<file path="src/rtl/fu_pipe_unit.sv">
// rtl/fu_pipe_unit.sv - pipelined PE functional unit with backpressure, saturation and MAC
module fu_pipe_unit #(
    parameter int N_BITS    = 32,
    parameter int ACC_CNT_W = 16,
    parameter int MUL_LAT   = 2,
    parameter int SATURATE  = 0
) (
    input  logic                 clk_i,
    input  logic                 rst_i,
    input  logic                 flush_i,
    input  logic [3:0]           op_i,
    input  logic [N_BITS-1:0]    a_i,
    input  logic [N_BITS-1:0]    b_i,
    input  logic [N_BITS-1:0]    const_i,
    input  logic [ACC_CNT_W-1:0] acc_len_i,
    input  logic                 in_valid_i,
    output logic                 in_ready_o,
    output logic                 out_valid_o,
    input  logic                 out_ready_i,
    output logic [N_BITS-1:0]    res_o,
    output logic                 acc_abort_o
);
    localparam int SH_W = $clog2(N_BITS);
    localparam logic [N_BITS-1:0] S_MAX = {1'b0, {(N_BITS-1){1'b1}}};
    localparam logic [N_BITS-1:0] S_MIN = {1'b1, {(N_BITS-1){1'b0}}};

    localparam logic [3:0] OP_ADD  = 4'd1;
    localparam logic [3:0] OP_SUB  = 4'd2;
    localparam logic [3:0] OP_MUL  = 4'd3;
    localparam logic [3:0] OP_ARSH = 4'd4;
    localparam logic [3:0] OP_LRSH = 4'd5;
    localparam logic [3:0] OP_LSH  = 4'd6;
    localparam logic [3:0] OP_MAX  = 4'd7;
    localparam logic [3:0] OP_MIN  = 4'd8;
    localparam logic [3:0] OP_ABS  = 4'd9;
    localparam logic [3:0] OP_ACC  = 4'd10;
    localparam logic [3:0] OP_MAC  = 4'd11;
    localparam logic [3:0] OP_CMUL = 4'd12;

    typedef struct packed {
        logic                 valid;
        logic                 acc;
        logic [ACC_CNT_W-1:0] len;
        logic [N_BITS-1:0]    val;
    } beat_t;

    typedef enum logic {S_IDLE, S_ACCUM} state_t;

    // One extra sign bit exposes overflow; clamping only when SATURATE is set.
    function automatic logic [N_BITS-1:0] add_sat(input logic [N_BITS-1:0] x,
                                                  input logic [N_BITS-1:0] y,
                                                  input logic sub);
        logic [N_BITS:0] s;
        s = sub ? ({x[N_BITS-1], x} - {y[N_BITS-1], y})
                : ({x[N_BITS-1], x} + {y[N_BITS-1], y});
        if (SATURATE != 0 && s[N_BITS] != s[N_BITS-1])
            return s[N_BITS] ? S_MIN : S_MAX;
        return s[N_BITS-1:0];
    endfunction

    logic              stall;
    logic              accept;
    logic [SH_W-1:0]   sh;
    beat_t             c_beat;
    beat_t             l_beat;

    assign stall      = out_valid_o & ~out_ready_i;
    assign in_ready_o = ~stall;
    assign accept     = in_valid_i & in_ready_o & ~flush_i;
    assign sh         = b_i[SH_W-1:0];

    always_comb begin
        c_beat       = '0;
        c_beat.valid = accept;
        c_beat.acc   = (op_i == OP_ACC) || (op_i == OP_MAC);
        c_beat.len   = acc_len_i;
        case (op_i)
            OP_ADD:         c_beat.val = add_sat(a_i, b_i, 1'b0);
            OP_SUB:         c_beat.val = add_sat(a_i, b_i, 1'b1);
            OP_MUL, OP_MAC: c_beat.val = a_i * b_i;
            OP_ARSH:        c_beat.val = $signed(a_i) >>> sh;
            OP_LRSH:        c_beat.val = a_i >> sh;
            OP_LSH:         c_beat.val = a_i << sh;
            OP_MAX:         c_beat.val = ($signed(a_i) > $signed(b_i)) ? a_i : b_i;
            OP_MIN:         c_beat.val = ($signed(a_i) < $signed(b_i)) ? a_i : b_i;
            OP_ABS:         c_beat.val = a_i[N_BITS-1] ? add_sat('0, a_i, 1'b1) : a_i;
            OP_ACC:         c_beat.val = a_i;
            OP_CMUL:        c_beat.val = a_i * const_i;
            default:        c_beat.val = '0;
        endcase
    end

    // MUL_LAT-1 delay stages ahead of the output register.
    if (MUL_LAT == 1) begin : g_direct
        assign l_beat = c_beat;
    end else begin : g_pipe
        beat_t stage_q [MUL_LAT-1];
        always_ff @(posedge clk_i) begin
            if (rst_i || flush_i) begin
                for (int i = 0; i < MUL_LAT-1; i++) stage_q[i].valid <= 1'b0;
            end else if (!stall) begin
                stage_q[0] <= c_beat;
                for (int i = 1; i < MUL_LAT-1; i++) stage_q[i] <= stage_q[i-1];
            end
        end
        assign l_beat = stage_q[MUL_LAT-2];
    end

    state_t               state;
    logic [N_BITS-1:0]    acc_q;
    logic [ACC_CNT_W-1:0] cnt_q;
    logic [ACC_CNT_W-1:0] len_q;
    logic [N_BITS-1:0]    acc_sum;
    logic [ACC_CNT_W-1:0] cnt_nxt;

    assign acc_sum = add_sat(acc_q, l_beat.val, 1'b0);
    assign cnt_nxt = cnt_q + ACC_CNT_W'(1);

    always_ff @(posedge clk_i) begin
        acc_abort_o <= 1'b0;
        if (rst_i) begin
            out_valid_o <= 1'b0;
            res_o       <= '0;
            state       <= S_IDLE;
            acc_q       <= '0;
            cnt_q       <= '0;
            len_q       <= '0;
        end else if (flush_i) begin
            out_valid_o <= 1'b0;
            state       <= S_IDLE;
            acc_q       <= '0;
            cnt_q       <= '0;
        end else if (!stall) begin
            out_valid_o <= 1'b0;
            if (l_beat.valid && l_beat.acc) begin
                if (state == S_IDLE) begin
                    acc_q <= l_beat.val;
                    cnt_q <= '0;
                    len_q <= l_beat.len;
                    if (l_beat.len == '0) begin
                        out_valid_o <= 1'b1;
                        res_o       <= l_beat.val;
                    end else begin
                        state <= S_ACCUM;
                    end
                end else begin
                    acc_q <= acc_sum;
                    cnt_q <= cnt_nxt;
                    if (cnt_nxt == len_q) begin
                        out_valid_o <= 1'b1;
                        res_o       <= acc_sum;
                        state       <= S_IDLE;
                    end
                end
            end else if (l_beat.valid) begin
                // A foreign beat mid-group discards the partial sum.
                acc_abort_o <= (state == S_ACCUM);
                state       <= S_IDLE;
                acc_q       <= '0;
                cnt_q       <= '0;
                out_valid_o <= 1'b1;
                res_o       <= l_beat.val;
            end
        end
    end
endmodule

</file>
<file path="config.mk">
export PLATFORM = sky130hd
export DESIGN_NAME = fu_pipe_unit
export DESIGN_NICKNAME = d
export VERILOG_FILES = /design/src/rtl/fu_pipe_unit.sv
export SDC_FILE = /design/constraint.sdc
export NUM_CORES = 2
export LEC_CHECK = 0
export CORE_UTILIZATION = 50
export DETAILED_ROUTE_END_ITERATION = 6
export PLACE_DENSITY = 0.66
export SLEW_MARGIN = 0
export SYNTH_ARGS = -nofsm -noshare
export SYNTH_HDL_FRONTEND = slang
export SYNTH_SLANG_ARGS = --single-unit
export TNS_END_PERCENT = 20
</file>
<file path="constraint.sdc">
create_clock -name clk_i -period 8.42 [get_ports clk_i]
set_clock_uncertainty 0.2 [all_clocks]
set_input_delay 1.263 -clock clk_i [delete_from_list [all_inputs] [get_ports clk_i]]
set_output_delay 1.263 -clock clk_i [all_outputs]
set_load 0.02 [all_outputs]
</file>
==> results.yml <==
synthesis:
  netlist_instances: 5851
  synth.distinct_cells: 104
  ys_ff_latch: 149
  syn_nets: 7134
  seq_area_frac_synth: 0.0704
  avgSynthCellArea_um2: 8.45
  asyncSetResetFlopFracSynth: 0
  synth-edff-count: 50
  ys_warn_count: 0
  synth_top_flop_cell: "dfxtp_1"
  synth_area_mm2: 0.0494
sta:
  max_clock_freq_ghz: 0.120
  worst_slew_pin_slew_ns: 1.09
  rsz0062_at_grt: "true"
  fin_setup_tns_ns: 0
  finalSetupViolations: 0
  timing.slew.headroom: 0.266
  min_period_ns: 8.31
  fin_crit_sh: 0.987
  hold_viol: 0
  final_max_slew_viol_count: 0
final_layout:
  fin_util: 0.592
  final_nets: 7555
  area_delta_synth_final_pct: 16.5
  mostFrequentLayoutCells: "885 x inv_1, 803 x fa_1, 744 x nand2_1, 580 x buf_4, 488 x and2_1"
  drive_gt1_frac: 0.152
  final_common_cell: "inv_1"
  nFillCells: 8741
detailed_routing:
  drc_errors: 4
  vias: 45268
  wl_per_cell_um: 26.0
  first_pass_iters: 7
  finalWirelength_mm: 197
  first_iter_violations: 5149
  ant_nets: 0
  vias_per_cell: 5.98
grt:
  grt_max_degree: 62
  antenna_found_initial: 13
  grt_pass1_wl_mm: 293
  grt_overflow: 0
  grt_usage: 0.396
  grt_pass1_vias: 45102
status:
  status: "finished with violations"
  violations: "design-rule violations"
floorplanning:
  dieArea_mm2: 0.100
  initial_utilization: 0.508
  die_x_um: 316
  die_y_um: 316
  core_mm2: 0.0973
  row_count: 114
  io_pins: 156
worst_setup_path:
  max_stage_delay_ns: 0.57
  crit_family: "adder cells"
  cp_common_cell: "fa_1"
  critical_path_buf_inv_count: 8
  cp_slowest_cell: "fa_1"
  worst_ep_arrival_time_ns: 8.30
  path_max_fanout: 4
  crit_type: "in2reg"
  endpoint_kind: "flop"
  required_ns: 8.41
  startpoint_type: "primary input"
clock_tree:
  cts_sinks: 149
  clk_pin_slew_ns: 0.07
  ctsRootBufferMaster: "clkbuf_16"
  cts_tree: "built"
  htreeDepth: 4
  clk_path_buf_depth: 2
  cts_inserted_buffers: 17
  clock_latency_ns: 0.46
placed_design:
  hpwl_mm: 162
  gp_congestion: 1.06
  port_buffers: 155
hold_path:
  hold_path_class: "reg2reg"
flow_run:
  maxCapViolations: 0
## worst register-to-register path: cells and delay by family (launching register included)
family	cells	cell delay, ns
XOR/XNOR	1	0.19
AND/OR/NAND/NOR	5	1.25
AO/OA/AOI/OAI	4	1.01
adder cells (fa/ha/maj)	1	0.27
flip-flops	1	0.43
buffers and inverters	1	0.50
## layer usage
metal,vias to the layer above,GRT usage,wire [µm]
met1,22624,0.571,83400
met5,-,0,109
li1,19693,-,-
met2,2598,0.584,83000
met3,341,0.0878,22900
met4,12,0.133,7710
## cells by family after synthesis
family                     synth area share
AOI/OAI and AO/OA                     0.126
xor gates and xnor gates             0.0430
adders and majority gates             0.418
buffers and inverters                 0.102
DFF                                  0.0704
muxes                                0.0555
and+or+nand+nor                       0.184
## through the flow
stage	hold WS, ns	area, µm²	setup WS, ns	cells
floorplan	0.232	49700	-0.0225	5851
CTS	0.262	57000	-0.0323	7548
detailed placement	0.253	56300	-0.936	7515
global route	0.282	57600	-0.0586	7561
global placement	0.246	56300	-0.877	7515
finish	0.260	57600	0.113	7568
## cell usage after synthesis (19+ instances only)
| library cell | number | area share |
|---|---|---|
| nand2b_1 | 35 | 0.0044 |
| mux4_2 | 60 | 0.027 |
| nand3_1 | 38 | 0.0038 |
| mux2_2 | 26 | 0.0059 |
| o31ai_1 | 25 | 0.0038 |
| xnor2_1 | 177 | 0.031 |
| buf_1 | 24 | 0.0018 |
| buf_2 | 29 | 0.0029 |
| ha_1 | 343 | 0.087 |
| fa_1 | 819 | 0.33 |
| or3_1 | 27 | 0.0034 |
| xor2_1 | 66 | 0.012 |
| mux2i_1 | 109 | 0.022 |
| o22ai_1 | 21 | 0.0027 |
| and2_1 | 492 | 0.062 |
| o221ai_1 | 33 | 0.0058 |
| nand2_1 | 746 | 0.057 |
| nor3_1 | 55 | 0.0056 |
| o21bai_1 | 28 | 0.0043 |
| a211oi_1 | 33 | 0.0050 |
| a31oi_1 | 34 | 0.0043 |
| a22oi_1 | 22 | 0.0033 |
| clkbuf_1 | 321 | 0.024 |
| and3_1 | 35 | 0.0044 |
| a221o_1 | 23 | 0.0047 |
| o21ai_0 | 153 | 0.015 |
| a21oi_1 | 236 | 0.024 |
| o21a_1 | 27 | 0.0041 |
| dfxtp_1 | 99 | 0.040 |
| inv_1 | 893 | 0.068 |
| a21o_1 | 62 | 0.0094 |
| nor2b_1 | 19 | 0.0024 |
| a221oi_1 | 30 | 0.0053 |
| edfxtp_1 | 50 | 0.030 |
| nor2_1 | 369 | 0.028 |
## state kept, by name, summed over array words and instances (netlist names)
register	count
acc_abort_o	1
acc_q	32
cnt_q	16
g_pipe.stage_q	50
len_q	16
out_valid_o	1
res_o	32
state	1
## cell type report
cell class	instances	area, µm²	area share
Antenna cell	7	17.5	0.000304
Clock buffer	17	425	0.00739
Clock inverter	15	183	0.00317
Inverter	896	3360	0.0584
Multi-Input combinational cell	4409	41400	0.719
Sequential cell	149	3480	0.0605
Tap cell	1276	1600	0.0277
Timing Repair Buffer	799	7100	0.123
## worst paths after layout
kind	depth (start not counted)	slack (ns)	start	endpoint
hold reg to reg	2	0.26	acc_q[6]	acc_q[6]
setup reg to reg	12	4.51	cnt_q[0]	res_o[23]
setup / recovery	28	0.11	b_i[9]	g_pipe.stage_q[0][28]
hold / removal	2	0.26	acc_q[6]	acc_q[6]
## what timing repair did
item	4_1_cts	5_1_grt
resized for setup	33	119
hold buffers	0	0
endpoints found under the setup margin	15	17
buffers inserted	1	11
pin swaps	5	56
gates cloned	0	2
Power is not shown: default switching activity piles up to over one toggle a cycle in this logic, so the estimate is an artifact.
